File: config.mk
export PLATFORM = sky130hd
export DESIGN_NAME = memory_cycle
export DESIGN_NICKNAME = d
export VERILOG_FILES = /design/src/rtl/processor_pkg.sv /design/src/rtl/mem_bus_ctrl.sv /design/src/rtl/memory_cycle.sv
export SDC_FILE = /design/constraint.sdc
export NUM_CORES = 1
export LEC_CHECK = 0
export ABC_CLOCK_PERIOD_IN_PS = 2350
export BUFFER_PORTS_ARGS = -buffer_cell sky130_fd_sc_hd__buf_2
export CORE_UTILIZATION = 40
export DETAILED_ROUTE_END_ITERATION = 8
export HOLD_SLACK_MARGIN = 0.03
export PLACE_DENSITY = 0.7
export SLEW_MARGIN = 20
export SYNTH_ARGS = -nofsm -noshare
export SYNTH_HDL_FRONTEND = slang
export SYNTH_SLANG_ARGS = --single-unit
File: constraint.sdc
create_clock -name clk -period 2.35 [get_ports clk]
set_input_delay 0.1175 -clock clk [delete_from_list [all_inputs] [get_ports clk]]
set_output_delay 0.1175 -clock clk [all_outputs]
set_load 0.05 [all_outputs]
File: src/rtl/processor_pkg.sv
// rtl/processor_pkg.sv - shared constants, opcodes and state/register types for the memory stage
package processor_pkg;

    localparam int DATA_W = 16;
    localparam int ADDR_W = 16;
    localparam int REG_W  = 4;

    localparam logic [3:0] OP_LW = 4'h8;
    localparam logic [3:0] OP_SW = 4'h9;

    typedef enum logic [1:0] {
        IDLE = 2'd0,
        REQ  = 2'd1,
        WAIT = 2'd2
    } mem_state_e;

    typedef struct packed {
        logic              valid;
        logic [DATA_W-1:0] aluout;
        logic [DATA_W-1:0] bout;
        logic [REG_W-1:0]  rd;
        logic [3:0]        op;
        logic              regwrite;
        logic              pcwrite;
    } ex_mem_t;

    typedef struct packed {
        logic              valid;
        logic [DATA_W-1:0] data;
        logic [REG_W-1:0]  rd;
        logic              regwrite;
        logic              pcwrite;
        logic              misalign;
    } mem_wb_t;

    function automatic logic is_mem_op(input logic [3:0] op);
        return (op == OP_LW) || (op == OP_SW);
    endfunction

endpackage

File: src/rtl/mem_bus_ctrl.sv
// rtl/mem_bus_ctrl.sv - req/gnt/rvalid bus FSM producing stall and a completion pulse
module mem_bus_ctrl
    import processor_pkg::*;
(
    input  logic              clk,
    input  logic              rst_n,
    input  logic              start,
    input  logic              is_store,
    input  logic              flush,
    input  logic [ADDR_W-1:0] addr,
    input  logic [DATA_W-1:0] wdata,
    input  logic              mem_gnt,
    input  logic              mem_rvalid,
    output logic              mem_req,
    output logic              mem_we,
    output logic [ADDR_W-1:0] mem_addr,
    output logic [DATA_W-1:0] mem_wdata,
    output logic              stall,
    output logic              done
);

    mem_state_e state_q, state_d;

    // Address, direction and data come straight from the EX/MEM register,
    // which is frozen by stall, so they stay stable for the whole access.
    assign mem_addr  = addr;
    assign mem_we    = is_store;
    assign mem_wdata = wdata;

    // State register.
    always_ff @(posedge clk or negedge rst_n) begin
        if (!rst_n) begin
            state_q <= IDLE;
        end else begin
            state_q <= state_d;
        end
    end

    // Next state, bus request and stall; stall drops in the completing cycle
    // so the EX/MEM and MEM/WB registers advance on that same edge.
    always_comb begin
        state_d = state_q;
        mem_req = 1'b0;
        stall   = 1'b0;
        done    = 1'b0;
        case (state_q)
            IDLE: begin
                if (start) begin
                    stall   = 1'b1;
                    state_d = REQ;
                end
            end
            REQ: begin
                mem_req = 1'b1;
                stall   = 1'b1;
                if (mem_gnt) begin
                    if (is_store) begin
                        stall   = 1'b0;
                        done    = 1'b1;
                        state_d = IDLE;
                    end else begin
                        state_d = WAIT;
                    end
                end else if (flush) begin
                    state_d = IDLE;
                end
            end
            WAIT: begin
                stall = 1'b1;
                if (mem_rvalid) begin
                    stall   = 1'b0;
                    done    = 1'b1;
                    state_d = IDLE;
                end
            end
            default: begin
                state_d = IDLE;
            end
        endcase
    end

endmodule

File: src/rtl/memory_cycle.sv
// rtl/memory_cycle.sv - memory stage: EX/MEM and MEM/WB registers, wb mux; MEM_ALIGN_CHECK_EN enables misaligned-access trap
module memory_cycle
    import processor_pkg::*;
(
    input  logic              clk,
    input  logic              rst,
    input  logic              ex_valid,
    input  logic [DATA_W-1:0] ex_aluout,
    input  logic [DATA_W-1:0] ex_bout,
    input  logic [REG_W-1:0]  ex_rdout,
    input  logic [3:0]        ex_opout,
    input  logic              ex_regwrite,
    input  logic              ex_pcwrite,
    input  logic              flush,
    output logic              stall,
    output logic [DATA_W-1:0] new_mem_aluout,
    output logic              mem_req,
    output logic              mem_we,
    output logic [ADDR_W-1:0] mem_addr,
    output logic [DATA_W-1:0] mem_wdata,
    input  logic              mem_gnt,
    input  logic              mem_rvalid,
    input  logic [DATA_W-1:0] mem_rdata,
    output logic              wb_valid,
    output logic [DATA_W-1:0] wb_data,
    output logic [REG_W-1:0]  wb_rd,
    output logic              wb_regwrite,
    output logic              wb_pcwrite,
    output logic              misalign
);

    ex_mem_t exm_q, exm_d;
    mem_wb_t mwb_q, mwb_d;

    logic is_mem;
    logic is_store;
    logic mis_addr;
    logic start;
    logic done;

    assign is_mem   = is_mem_op(exm_q.op);
    assign is_store = (exm_q.op == OP_SW);

`ifdef MEM_ALIGN_CHECK_EN
    assign mis_addr = exm_q.aluout[0];
`else
    assign mis_addr = 1'b0;
`endif

    // A misaligned access never reaches the bus; a flushed one is never started.
    assign start = exm_q.valid && is_mem && !mis_addr && !flush;

    mem_bus_ctrl u_bus (
        .clk        (clk),
        .rst_n      (rst),
        .start      (start),
        .is_store   (is_store),
        .flush      (flush),
        .addr       (exm_q.aluout),
        .wdata      (exm_q.bout),
        .mem_gnt    (mem_gnt),
        .mem_rvalid (mem_rvalid),
        .mem_req    (mem_req),
        .mem_we     (mem_we),
        .mem_addr   (mem_addr),
        .mem_wdata  (mem_wdata),
        .stall      (stall),
        .done       (done)
    );

    // EX/MEM next value: load when not stalled, otherwise hold; flush always kills valid.
    always_comb begin
        exm_d = exm_q;
        if (!stall) begin
            exm_d.valid    = ex_valid && !flush;
            exm_d.aluout   = ex_aluout;
            exm_d.bout     = ex_bout;
            exm_d.rd       = ex_rdout;
            exm_d.op       = ex_opout;
            exm_d.regwrite = ex_regwrite;
            exm_d.pcwrite  = ex_pcwrite;
        end else if (flush) begin
            exm_d.valid = 1'b0;
        end
    end

    // MEM/WB next value: a bubble while stalled, else the retiring instruction with load data muxed in.
    always_comb begin
        mwb_d = '0;
        if (!stall) begin
            mwb_d.valid    = exm_q.valid && !flush;
            mwb_d.data     = (done && !is_store) ? mem_rdata : exm_q.aluout;
            mwb_d.rd       = exm_q.rd;
            mwb_d.regwrite = exm_q.regwrite && !is_store && !(is_mem && mis_addr);
            mwb_d.pcwrite  = exm_q.pcwrite && !(is_mem && mis_addr);
            mwb_d.misalign = exm_q.valid && !flush && is_mem && mis_addr;
        end
    end

    // Pipeline registers.
    always_ff @(posedge clk or negedge rst) begin
        if (!rst) begin
            exm_q <= '0;
            mwb_q <= '0;
        end else begin
            exm_q <= exm_d;
            mwb_q <= mwb_d;
        end
    end

    assign new_mem_aluout = exm_q.aluout;
    assign wb_valid       = mwb_q.valid;
    assign wb_data        = mwb_q.data;
    assign wb_rd          = mwb_q.rd;
    assign wb_regwrite    = mwb_q.valid && mwb_q.regwrite;
    assign wb_pcwrite     = mwb_q.valid && mwb_q.pcwrite;
    assign misalign       = mwb_q.valid && mwb_q.misalign;

endmodule

==> metrics.yaml <==
crit_start: "u_bus.state_q[1]"
rsz0062_at_grt: "false"
setup_viol: 0
clk_latency_ns: 0.34
dp_hpwl_um: 4160
fp.dieW_um: 92.50
n_antenna_cell: 0
nets: 479
drtPass1Iterations: 4
rows: 32
skew_ns: 0.007227
end_kind: "primary output"
syn_area_mm2: 0.003276
cts.sinks: 68
yosysWarnings: 0
grt_usage_pct: 16.63
crit_chain: "inv_1 > ha_1 > nand4b_1 > a31oi_4 > buf_12 > buf_2"
grt_pass1_wl_um: 10830
root_buffer: "clkbuf_8"
yosysUniqueCellTypes: 27
cap_violations: 0
regToRegStartpoint: "u_bus.state_q[1]"
cts-buffers-inserted: 9
hp-start: "ex_valid"
register_area_mm2: 0.001702
fmax_ghz: 0.4557
drt_iter0_drc: 28
grt_start_max_net_pins: 48
layout_commonest_cell: "buf_2"
fin_crit_sh_pct: 93.38
ys_seq_area_share_pct: 51.95
ys_ff_latch: 68
drcViolationCount: 0
syn_area_per_cell_um2: 11.78
drive_gt1_share_pct: 48.67
cts_buffer_depth: 2
slowest_stage: "dfrtp_1"
slew_headroom_pct: 48.32
startpoint_type: "flop"
hold_class: "in2reg"
cts_resized: 0
critPathKind: "reg2out"
wl_per_cell_um: 13.09
fillers: 669
final_max_slew_viol_count: 0
status: "completed"
io-pin-count: 139
die_y_um: 92.50
grt-ovfl-total: 0
cp.required_ns: 2.23
arrival_ns: 2.08
vias_per_cell: 4.387
tightest_slew_ns: 0.7752
crit_path_max_fanout: 47
synthCells: 278
ant_nets: 0
htree_levels: 3
wl_um: 6766
grt_pass1_vias: 2292
antenna_found_initial: 0
max_stage_delay_ns: 0.41
mostFrequentLayoutCells: "buf_2, dfrtp_1, dlygate4sd3_1"
syn_nets: 347
setup_tns_ns: 0
area_delta_synth_final_pct: 34.07
finalWeightedCongestion: 0.7580
hold_viol_final: 0
io_buffers: 137
start_util_pct: 41.96
cts_tree: "done"
coreArea_mm2: 0.007807
multi_input_area_um2: 973.4
dieArea_mm2: 0.008555
vias: 2268
path_clk_slew_ns: 0.07
finalCriticalPeriod_ns: 2.194
[worst max-delay path: cells and delay by family, from the launching register on]
family                   cells  cell delay, ns
AO/OA/AOI/OAI                1            0.23
AND/OR/NAND/NOR              1            0.15
adder cells (fa/ha/maj)      1            0.20
buffers and inverters        3            0.70
flip-flops                   1            0.41
[final timing paths]
path / to / depth (start not counted) / slack (ns)
worst max-delay path: stall / 6 / 0.16
worst min-delay path: exm_q[42] / 3 / 0.08
worst max register to register: exm_q[14] / 6 / 0.43
worst min register to register: wb_rd[0] / 1 / 0.49
max in group asynchronous: exm_q[16] / 3 / 1.29
min in group asynchronous: exm_q[18] / 2 / 0.39
[logic make-up (layout without fill, tap and decap cells)]
| kind of cell | count (synthesis) | after routing | share of synthesized area [%] |
|---|---|---|---|
| other cells | 1 | 1 | 0.1145 |
| flops | 68 | 68 | 51.95 |
| fa+ha+maj | 5 | 5 | 1.910 |
| compound gates | 23 | 23 | 4.087 |
| buf+inv | 84 | 221 | 18.60 |
| mux | 44 | 44 | 15.09 |
| simple gates | 53 | 53 | 8.251 |
[Yosys cell counts]
master	instances	area (um^2)
clkbuf_1	2	7.510
nand2_1	34	127.6
nor3b_2	1	12.51
nand4b_1	1	8.760
mux2i_1	1	10.01
nor2_1	3	11.26
nand4bb_4	1	27.53
nor2b_1	5	31.28
mux2_2	43	484.2
buf_4	74	555.5
ha_1	5	62.56
and4_1	1	8.760
nand3_1	1	5.000
conb_1	1	3.750
a21o_1	1	7.510
nand2b_1	3	18.77
a31oi_2	1	12.51
nand4_1	1	6.260
a32o_1	1	10.01
o41ai_1	1	8.760
buf_6	2	22.52
and2_1	2	12.51
buf_2	1	5.000
dfrtp_1	68	1702
inv_1	5	18.77
o21ai_1	1	5.000
a21oi_1	18	90.09
[layer usage]
layer | up-vias | GRT usage, % | wire length (um)
met5 | - | 0 | 0
met4 | 0 | 7.422 | 117
met3 | 14 | 3.284 | 335
met2 | 77 | 30.19 | 3565
met1 | 1067 | 18.72 | 2747
li1 | 1110 | - | -
[registers in the layout, summed over array words and instances (netlist names)]
| name | count |
|---|---|
| mwb_q | 2 |
| new_mem_aluout | 16 |
| wb_data | 16 |
| wb_rd | 4 |
| wb_valid | 1 |
| exm_q | 27 |
| u_bus.state_q | 2 |
[metrics by stage]
stage          setup slack (ns)  std cells  instance area, um^2  utilization (%)  hold slack, ns
3_5_place_dp             0.4597        442                 3562            45.63          0.2342
5_1_grt                0.003177        517                 4392            56.25         0.07608
2_1_floorplan            0.2182        278                 3276                -         -0.1781
3_3_place_gp             0.5365        442                 3562            45.63          0.2411
4_1_cts                  0.1265        517                 4392            56.25         0.05411
6_report                 0.1555        517                 4392            56.25         0.08090
[timing repair]
action | in CTS | in global routing
setup buffers | 0 | 0
hold buffers | 59 | 0
endpoints found under the hold margin | 91 | 0
[layout make-up]
| class | count | share of cell area (%) |
|---|---|---|
| sequential | 68 | 38.75 |
| clock inverter | 6 | 2.536 |
| timing repair buffer | 200 | 30.31 |
| multi-input combinational | 126 | 22.17 |
| tap | 102 | 2.906 |
| clock buffer | 10 | 2.906 |
| inverter | 5 | 0.4274 |
Power is left out: the tool's default activity adds up to more than one toggle a clock period on the data nets, which glitch-free logic cannot reach.
